$ cat src/rtl/tetris_pkg.sv
// rtl/tetris_pkg.sv - shared tetromino types and constants
package tetris_pkg;

  typedef enum logic [2:0] {
    SHAPE_I = 3'd0,
    SHAPE_O = 3'd1,
    SHAPE_T = 3'd2,
    SHAPE_S = 3'd3,
    SHAPE_Z = 3'd4,
    SHAPE_J = 3'd5,
    SHAPE_L = 3'd6
  } shape_t;

  localparam int         NUM_SHAPES = 7;
  localparam logic [6:0] BAG_FULL   = 7'b1111111;
  localparam logic [6:0] BAG_RESET  = 7'b0000001;

  // The random source can produce 7, which is not a shape; fold it onto I.
  function automatic shape_t to_cand(input logic [2:0] rnd);
    return (rnd == 3'd7) ? SHAPE_I : shape_t'(rnd);
  endfunction

  function automatic shape_t wrap7(input logic [3:0] v);
    return shape_t'((v >= 4'd7) ? 3'(v - 4'd7) : v[2:0]);
  endfunction

endpackage

$ cat src/rtl/nextblock_if.sv
// rtl/nextblock_if.sv - request/random/shape bundle between game logic and nextblock
interface nextblock_if;
  import tetris_pkg::*;

  logic       next;
  logic [2:0] random;
  shape_t     shape;

  modport master (output next, output random, input shape);
  modport slave  (input next, input random, output shape);
endinterface

$ cat src/rtl/nextblock_bag_picker.sv
// rtl/nextblock_bag_picker.sv - combinational 7-bag scan from the candidate shape
module bag_picker
  import tetris_pkg::*;
(
  input  shape_t     i_cand,
  input  logic [6:0] i_bag_used,
  output shape_t     o_shape,
  output logic [6:0] o_bag_used
);

  logic [6:0] w_mask;

  // First unused shape at or after the candidate, wrapping modulo 7.
  always_comb begin
    logic   w_found;
    shape_t w_idx;
    w_found = 1'b0;
    w_idx   = i_cand;
    o_shape = i_cand;
    for (int i = 0; i < NUM_SHAPES; i++) begin
      w_idx = wrap7({1'b0, i_cand} + 4'(i));
      if (!w_found && !i_bag_used[w_idx]) begin
        o_shape = w_idx;
        w_found = 1'b1;
      end
    end
  end

  always_comb begin
    w_mask     = i_bag_used | (7'd1 << o_shape);
    o_bag_used = (w_mask == BAG_FULL) ? 7'd0 : w_mask;
  end

endmodule

$ cat src/rtl/nextblock.sv
// rtl/nextblock.sv - next-piece register with request edge detect and optional 7-bag
module nextblock
  import tetris_pkg::*;
#(
  parameter bit BAG_EN = 1'b1
) (
  input  logic        i_clk,
  input  logic        i_rst,
  nextblock_if.slave  i_bus
);

  shape_t     r_shape;
  logic [6:0] r_bag_used;
  logic       r_next_q;

  logic       w_req;
  shape_t     w_cand;
  shape_t     w_pick;
  logic [6:0] w_pick_mask;

  always_comb begin
    w_req  = i_bus.next & ~r_next_q;
    w_cand = to_cand(i_bus.random);
  end

  bag_picker u_picker (
    .i_cand     (w_cand),
    .i_bag_used (r_bag_used),
    .o_shape    (w_pick),
    .o_bag_used (w_pick_mask)
  );

  // Plain-random mode never tracks a bag, so its mask stays zero from reset on.
  always_ff @(posedge i_clk) begin
    if (i_rst) begin
      r_shape    <= SHAPE_I;
      r_bag_used <= BAG_EN ? BAG_RESET : 7'd0;
      r_next_q   <= 1'b0;
    end else begin
      r_next_q <= i_bus.next;
      if (w_req) begin
        if (BAG_EN) begin
          r_shape    <= w_pick;
          r_bag_used <= w_pick_mask;
        end else begin
          r_shape    <= w_cand;
          r_bag_used <= 7'd0;
        end
      end
    end
  end

  assign i_bus.shape = r_shape;

endmodule

$ cat src/flat_wrapper.sv
// flat-port wrapper written by rule: the top's interface ports become plain ports
module nextblock_flat import tetris_pkg::*;
#(
  parameter bit BAG_EN = 1'b1
)
  (i_clk, i_rst, i_bus_next, i_bus_random, i_bus_shape);
  nextblock_if i_bus_i ();
  input  logic i_clk;
  input  logic i_rst;
  input wire logic [$bits(i_bus_i.next)-1:0] i_bus_next;
  input wire logic [$bits(i_bus_i.random)-1:0] i_bus_random;
  output wire logic [$bits(i_bus_i.shape)-1:0] i_bus_shape;
  assign i_bus_i.next = i_bus_next;
  assign i_bus_i.random = i_bus_random;
  assign i_bus_shape = i_bus_i.shape;
  nextblock #(.BAG_EN(BAG_EN)) u_core (.i_clk(i_clk), .i_rst(i_rst), .i_bus(i_bus_i));
endmodule
$ cat config.mk
export PLATFORM = sky130hd
export DESIGN_NAME = nextblock_flat
export DESIGN_NICKNAME = d
export VERILOG_FILES = /design/src/rtl/tetris_pkg.sv /design/src/rtl/nextblock_if.sv /design/src/rtl/nextblock_bag_picker.sv /design/src/rtl/nextblock.sv /design/src/flat_wrapper.sv
export SDC_FILE = /design/constraint.sdc
export NUM_CORES = 1
export LEC_CHECK = 0
export BUFFER_PORTS_ARGS = -buffer_cell sky130_fd_sc_hd__clkbuf_2
export CORE_UTILIZATION = 40
export CTS_CLUSTER_DIAMETER = 80
export CTS_CLUSTER_SIZE = 40
export DETAILED_ROUTE_END_ITERATION = 6
export HOLD_SLACK_MARGIN = 0.15
export PLACE_DENSITY_LB_ADDON = 0.12
export SYNTH_ARGS = -nofsm -noshare
export SYNTH_HDL_FRONTEND = slang
export SYNTH_SLANG_ARGS = --single-unit
$ cat constraint.sdc
create_clock -name i_clk -period 5.3 [get_ports i_clk]
set_input_delay 0.265 -clock i_clk [delete_from_list [all_inputs] [get_ports i_clk]]
set_output_delay 0.265 -clock i_clk [all_outputs]
set_load 0.02 [all_outputs]
==> results of run 1 <==
power by group through the flow:
| stage | Sequential (W) | Combinational, W | Clock, W |
|---|---|---|---|
| 2_1_floorplan | 0.000101 | 0.000298 | 0 |
| 3_3_place_gp | 0.000118 | 0.000363 | 0 |
| 3_5_place_dp | 0.000118 | 0.000359 | 0 |
| 4_1_cts | 0.000116 | 0.000361 | 0.0000858 |
| 5_1_grt | 0.000118 | 0.000402 | 0.0000901 |
| 6_report | 0.000118 | 0.000366 | 0.0000825 |
cell families after synthesis:
family,share of synthesized area
AOI/OAI and AO/OA,0.386
xor gates and xnor gates,0.0271
adders and majority gates,0.0389
buffers and inverters,0.0859
DFF,0.0900
muxes,0.0936
and+or+nand+nor,0.278
routing by layer:
layer,routed length [µm],vias up,global-route usage
met5,0,-,0
met1,3380,1201,0.327
li1,-,1244,-
met2,3340,106,0.396
met4,154,0,0.0518
met3,370,14,0.0205
worst max-delay path, delay by kind of cell:
kind | cells | cell delay (ns)
AO/OA/AOI/OAI | 8 | 2.37
AND/OR/NAND/NOR | 4 | 1.11
adder cells (fa/ha/maj) | 3 | 0.76
buffers and inverters | 2 | 0.25
flip-flops by register name, indices dropped and copies added (netlist names):
| register | count |
|---|---|
| u_core.i_bus.shape | 3 |
| u_core.r_next_q | 1 |
| u_core.r_bag_used | 7 |
final cells by class:
type                    count  share of cell area
clock buffers               4              0.0177
inverters                  16              0.0236
multi-input cells         268               0.790
flip-flops and latches     11              0.0864
well taps                  75              0.0368
repair buffers             18              0.0451
cells in the final DEF, fill, tap and decap left out, drive strengths merged, types with 4 or more instances in the layout:
cell type and instances:
mux2 5, nor3 12, a31oi 6, o311ai 4
nor2b 8, or3 4, nor2 24, buf 10
mux2i 16, or4 4, or2 7, nor4 6
a21oi 16, nand3 8, ha 6, nand2b 5
o211a 8, clkbuf 12, xnor2 5, o21ai 17
o211ai 10, nor3b 4, inv 16, and2 4
nand2 18, dfxtp 11, a211oi 10
per-stage QoR:
| step | hold slack [ns] | utilization | power (W) | cell area (µm²) |
|---|---|---|---|---|
| after floorplan | 0.337 | - | 0.000399 | 2450 |
| after global placement | 0.473 | 0.423 | 0.000481 | 2500 |
| after detailed placement | 0.477 | 0.423 | 0.000478 | 2500 |
| after CTS | 0.266 | 0.431 | 0.000563 | 2550 |
| after global routing | 0.280 | 0.431 | 0.000610 | 2550 |
| final | 0.268 | 0.431 | 0.000567 | 2550 |
worst max-delay path by stage:
stage	start	endpoint	slack, ns	depth (start not counted)
2_1_floorplan	i_bus_random[0]	u_core.r_bag_used[2]$_SDFFE_PP0P_	0.90	18
3_3_place_gp	i_bus_random[1]	u_core.r_bag_used[2]$_SDFFE_PP0P_	0.53	17
3_5_place_dp	i_bus_random[0]	u_core.r_bag_used[6]$_SDFFE_PP0P_	0.47	17
4_1_cts	i_bus_random[0]	u_core.r_bag_used[6]$_SDFFE_PP0P_	0.70	17
5_1_grt	i_bus_random[0]	u_core.r_bag_used[6]$_SDFFE_PP0P_	0.29	17
6_report	i_bus_random[0]	u_core.r_bag_used[6]$_SDFFE_PP0P_	0.65	17
==> results.yml, run 1 <==
route:
  first_pass_iters: 4
  ant_nets: 0
  drc: 0
  drt-total-wl_um: 7240
  vias: 2565
  wire_per_inst_um: 18.5
  vias_per_cell: 6.54
  drt_iter0_drc: 131
timing:
  rsz0062_at_grt: "no"
  finalCritPeriodShare: 0.878
  drv_slew: 0
  worstMarginPinSlew_ns: 0.710
  finalClockSkew_ns: 0.00405
  slew_headroom: 0.526
  fmax_mhz: 215
  setup_violations: 0
  min_period_ns: 4.65
  timing.final.ws_setup_ns: 0.646
  finalSetupTns_ns: 0
  final_hold_viol_count: 0
finish:
  nets: 331
  areaGrowthSynthToFinish_pct: 4.25
  diodes: 0
  drive_gt1_frac: 0.180
  fin_cells: 392
  multi_input_area_mm2: 0.00202
  fillers: 587
  seqCellArea_um2: 220
placed_design:
  placed_cells: 388
  port_buffers: 8
  dp_hpwl_um: 5380
  gp_congestion: 0.857
  preCtsSetupSlack_ns: 0.471
setup_path:
  cpPeakStageDelay_ns: 0.58
  crit_required_ns: 5.40
  crit_type: "input pin to register"
  cp_cell_sequence: "clkbuf_2, ha_1, and2b_1, buf_4, ha_1, ha_1, o21bai_1, o21ai_1, a2111o_1, o211ai_2, nor2_2, o211a_2, o31ai_1, nand2_1, or4_4, a311oi_4, a221oi_1"
  cp_max_fo: 7
  worstSetupEndpointType: "register"
  r2r_start: "u_core.r_bag_used[3]$_SDFFE_PP0P_"
  reg2reg_to: "u_core.r_bag_used[6]$_SDFFE_PP0P_"
  path_common_cell: "ha_1"
  crit_path_start_kind: "input pin"
  regToRegSetupSlack_ns: 1.31
  crit_arrival_ns: 4.75
  critical_path.slowest_cell: "or4_4"
  reg2regPathDepth: 11
outcome:
  status: "finished clean"
die:
  die_y_um: 80.2
  core_mm2: 0.00592
  start_util: 0.413
  die_area_mm2: 0.00643
  die_width_um: 80.2
  ios: 9
  fp-row-count: 28
run:
  max_cap_viol_count: 0
global_route:
  grt_pass1_wl_um: 11900
  grt_antenna_before_repair: 0
  grt_pass1_vias: 2319
  grt_overflow_total: 0
  grt_max_degree: 31
  track_usage: 0.237
clock_tree:
  ctsResizeCount: 0
  root_buffer: "clkbuf_8"
  hold_buffers: 0
  insertion_delay_ns: 0.23
  cts_num_sinks: 11
  cts_tree: "built"
  htreeDepth: 1
  post_cts_buffers: 0
  path_clk_slew_ns: 0.05
  cts_buffer_depth: 2
  cts_buffers: 3
min_path:
  hold_start: "i_bus_next"
  min_path_type: "input pin to register"
  hold_path_end: "u_core.r_next_q$_SDFF_PP0_"
  hold_path_depth: 2
power_and_ir_drop:
  power_density_mw_per_mm2: 222
  ir_drop_v: 0.000152
  comb_power_share: 0.647
  switching_power_w: 0.000280
  swShare: 0.495
  leakagePower_nw: 0.970
  p_clk_frac: 0.146
  seq_power_share: 0.208
  p_int_w: 0.000286
synth:
  ys_top_cells_by_area: "dfxtp_1 (9.0%), mux2i_1 (6.1%), nor2_1 (3.5%)"
  synth_edf_count: 0
  yosysWarningCount: 0
  syn_area_mm2: 0.00245
  synth_seq_area_share: 0.0900
  yosys.area.top_type_share: 0.0900
  synth-main-ff-cell: "dfxtp_1"
  synth_top_area_cell: "dfxtp_1"
  synthArstFlopShare: 0
  syn-instance-count: 322
  syn_area_per_cell_um2: 7.60
  ys_seq_elements: 11
  synthDistinctLibCells: 89
  synth_commonest_cells: "nor2_1 (23), nand2_1 (17), a21oi_1 (15), mux2i_1 (15), o21ai_0 (14)"
  mappedNetlistNets: 335
  synth_most_common_cell: "nor2_1"
Power figures use the tool's default switching activity.
==> inputs of run 2 (changes only) <==
--- a/config.mk
+++ b/config.mk
@@ -6,4 +6,5 @@
 export NUM_CORES = 1
 export LEC_CHECK = 0
+export ABC_AREA = 1
 export BUFFER_PORTS_ARGS = -buffer_cell sky130_fd_sc_hd__clkbuf_2
 export CORE_UTILIZATION = 40
==> constraint.sdc (replaced) <==
create_clock -name i_clk -period 5.3 [get_ports i_clk]
set_input_delay 0.795 -clock i_clk [delete_from_list [all_inputs] [get_ports i_clk]]
set_output_delay 0.795 -clock i_clk [all_outputs]
set_load 0.02 [all_outputs]
==> results.yml, run 2 <==
die:
  ios: 9
  fp-row-count: 25
  core_mm2: 0.00482
  die_y_um: 73.4
  start_util: 0.423
  die_width_um: 73.4
  die_area_mm2: 0.00538
synth:
  ys_seq_elements: 11
  syn_area_per_cell_um2: 5.72
  synthArstFlopShare: 0
  ys_top_cells_by_area: "nand2_1 (19%), nand3_1 (15%), dfxtp_1 (11%)"
  synth_edf_count: 0
  mappedNetlistNets: 369
  syn_area_mm2: 0.00204
  synth_most_common_cell: "nand2_1"
  synth_top_area_cell: "nand2_1"
  syn-instance-count: 356
  yosys.area.top_type_share: 0.192
  synth_seq_area_share: 0.108
  synth_commonest_cells: "nand2_1 (104), nand3_1 (63), inv_1 (46)"
  synthDistinctLibCells: 34
  yosysWarningCount: 0
  synth-main-ff-cell: "dfxtp_1"
finish:
  largest_reg_flops: 7
  nets: 378
  drive_gt1_frac: 0.170
  mostFrequentLayoutCells: "nand2_1 (104), nand3_1 (63), inv_1 (46)"
  top_register: "u_core.r_bag_used"
  fin_cells: 431
  layout_commonest_cell: "nand2_1"
  diodes: 0
  areaGrowthSynthToFinish_pct: 7.49
min_path:
  min_path_type: "register to register"
  hold_start: "u_core.i_bus.shape[0]$_SDFFE_PP0P_"
  hold_path_end: "u_core.i_bus.shape[0]$_SDFFE_PP0P_"
  hold_path_depth: 2
clock_tree:
  post_cts_buffers: 0
  hold_buffers: 0
  htreeDepth: 1
  insertion_delay_ns: 0.24
  cts_num_sinks: 11
  ctsResizeCount: 0
  path_clk_slew_ns: 0.05
  root_buffer: "clkbuf_8"
  cts_buffer_depth: 2
  cts_tree: "built"
  cts_buffers: 3
timing:
  setup_violations: 0
  rsz0062_at_grt: "no"
  finalClockSkew_ns: 0.00436
  worstMarginPinSlew_ns: 0.855
  final_hold_viol_count: 0
  min_period_ns: 4.47
  drv_slew: 0
  slew_headroom: 0.428
  timing.final.ws_setup_ns: 0.832
  fmax_mhz: 224
  finalCritPeriodShare: 0.843
  finalSetupTns_ns: 0
global_route:
  grt_antenna_before_repair: 0
  grt_pass1_vias: 1993
  grt_pass1_wl_um: 9920
  track_usage: 0.238
  grt_overflow_total: 0
  grt_max_degree: 14
route:
  first_pass_iters: 5
  drt_iter0_drc: 175
  vias: 2259
  wire_per_inst_um: 13.8
  drc: 0
  drt-total-wl_um: 5960
  vias_per_cell: 5.24
  ant_nets: 0
setup_path:
  critPathBufInv: 4
  reg2regPathDepth: 21
  cp_max_fo: 8
  worstSetupEndpointType: "register"
  crit_required_ns: 5.43
  cpPeakStageDelay_ns: 0.30
  cpLargestDelayFamily: "simple AND/OR/NAND/NOR gates"
  crit_path_start_kind: "input pin"
  crit_arrival_ns: 4.60
  regToRegSetupSlack_ns: 2.31
  critical_path.slowest_cell: "a21oi_1"
  reg2reg_to: "u_core.r_bag_used[3]$_SDFFE_PP0P_"
  path_common_cell: "nand2_1"
  crit_type: "input pin to register"
  r2r_start: "u_core.r_bag_used[0]$_SDFFE_PP1P_"
placed_design:
  preCtsSetupSlack_ns: 0.627
  dp_hpwl_um: 4810
  gp_congestion: 0.899
  placed_cells: 427
  port_buffers: 8
power_and_ir_drop:
  ir_drop_v: 0.000184
  power_density_mw_per_mm2: 262
  leakagePower_nw: 1.14
outcome:
  status: "finished clean"
run:
  max_cap_viol_count: 0
-- run 2: cell type report --
| type | count | area (µm²) |
|---|---|---|
| Sequential cell | 11 | 220 |
| Inverter | 56 | 210 |
| Timing Repair Buffer | 8 | 40.0 |
| Clock buffer | 4 | 45.0 |
| Tap cell | 67 | 83.8 |
| Multi-Input combinational cell | 285 | 1590 |
| Fill cell | 530 | 2630 |
-- run 2: worst max path at each step --
stage	startpoint	cells after the start	slack, ns	to
floorplan	i_bus_random[0]	28	1.34	u_core.r_bag_used[2]$_SDFFE_PP0P_
global placement	i_bus_random[0]	28	0.65	u_core.r_bag_used[3]$_SDFFE_PP0P_
detailed placement	i_bus_random[0]	29	0.63	u_core.r_bag_used[3]$_SDFFE_PP0P_
CTS	i_bus_random[0]	29	0.86	u_core.r_bag_used[3]$_SDFFE_PP0P_
global route	i_bus_random[0]	28	0.28	u_core.r_bag_used[3]$_SDFFE_PP0P_
finish	i_bus_random[0]	27	0.83	u_core.r_bag_used[3]$_SDFFE_PP0P_
-- run 2: worst register-to-register path, cell delays in order (launching register included) --
cell and delay, ns:
dfxtp_1 0.44, inv_1 0.22, a21oi_1 0.18, nand2_1 0.07, nand3_1 0.09, nand2_1 0.13, inv_1 0.15, nand3_4 0.12
nor2_8 0.14, nand3_2 0.11, inv_1 0.09, nand2_1 0.06, nand2_1 0.07, nand2_1 0.06, a21oi_1 0.30, nand3_1 0.11
nand2_1 0.07, nand2_1 0.09, nor2_4 0.12, nand3_4 0.11, nand2_1 0.11, inv_1 0.04
-- run 2: cells by family after synthesis --
kind of cell,count (synthesis),share of synthesized area
AND/OR/NAND/NOR,235,0.604
buffers and inverters,60,0.111
XOR/XNOR,3,0.0166
AO/OA/AOI/OAI,40,0.113
flip-flops,11,0.108
adder cells (fa/ha/maj),7,0.0467
-- run 2: metal layers --
layer	wire [µm]	global-route usage	part of all wire
met3	380	0.0219	0.064
met2	2450	0.350	0.41
met1	3130	0.384	0.52
met5	0	0	0
met4	4	0.0171	0.00067
-- run 2: metrics by stage --
step	total power (W)	hold slack (ns)	utilization	instance area, µm²
finish	0.000573	0.543	0.455	2190
global route	0.000630	0.565	0.455	2190
CTS	0.000572	0.540	0.455	2190
detailed placement	0.000487	0.532	0.445	2140
global placement	0.000488	0.527	0.445	2140
floorplan	0.000402	0.486	-	2040
-- run 2: where the power goes --
| part | internal [W] | switching (W) | leakage [nW] |
|---|---|---|---|
| combinational | 0.000116 | 0.000264 | 1.03 |
| sequential | 0.0000934 | 0.0000163 | 0.0902 |
| clock | 0.0000527 | 0.0000306 | 0.0228 |
| total | 0.000262 | 0.000311 | 1.14 |
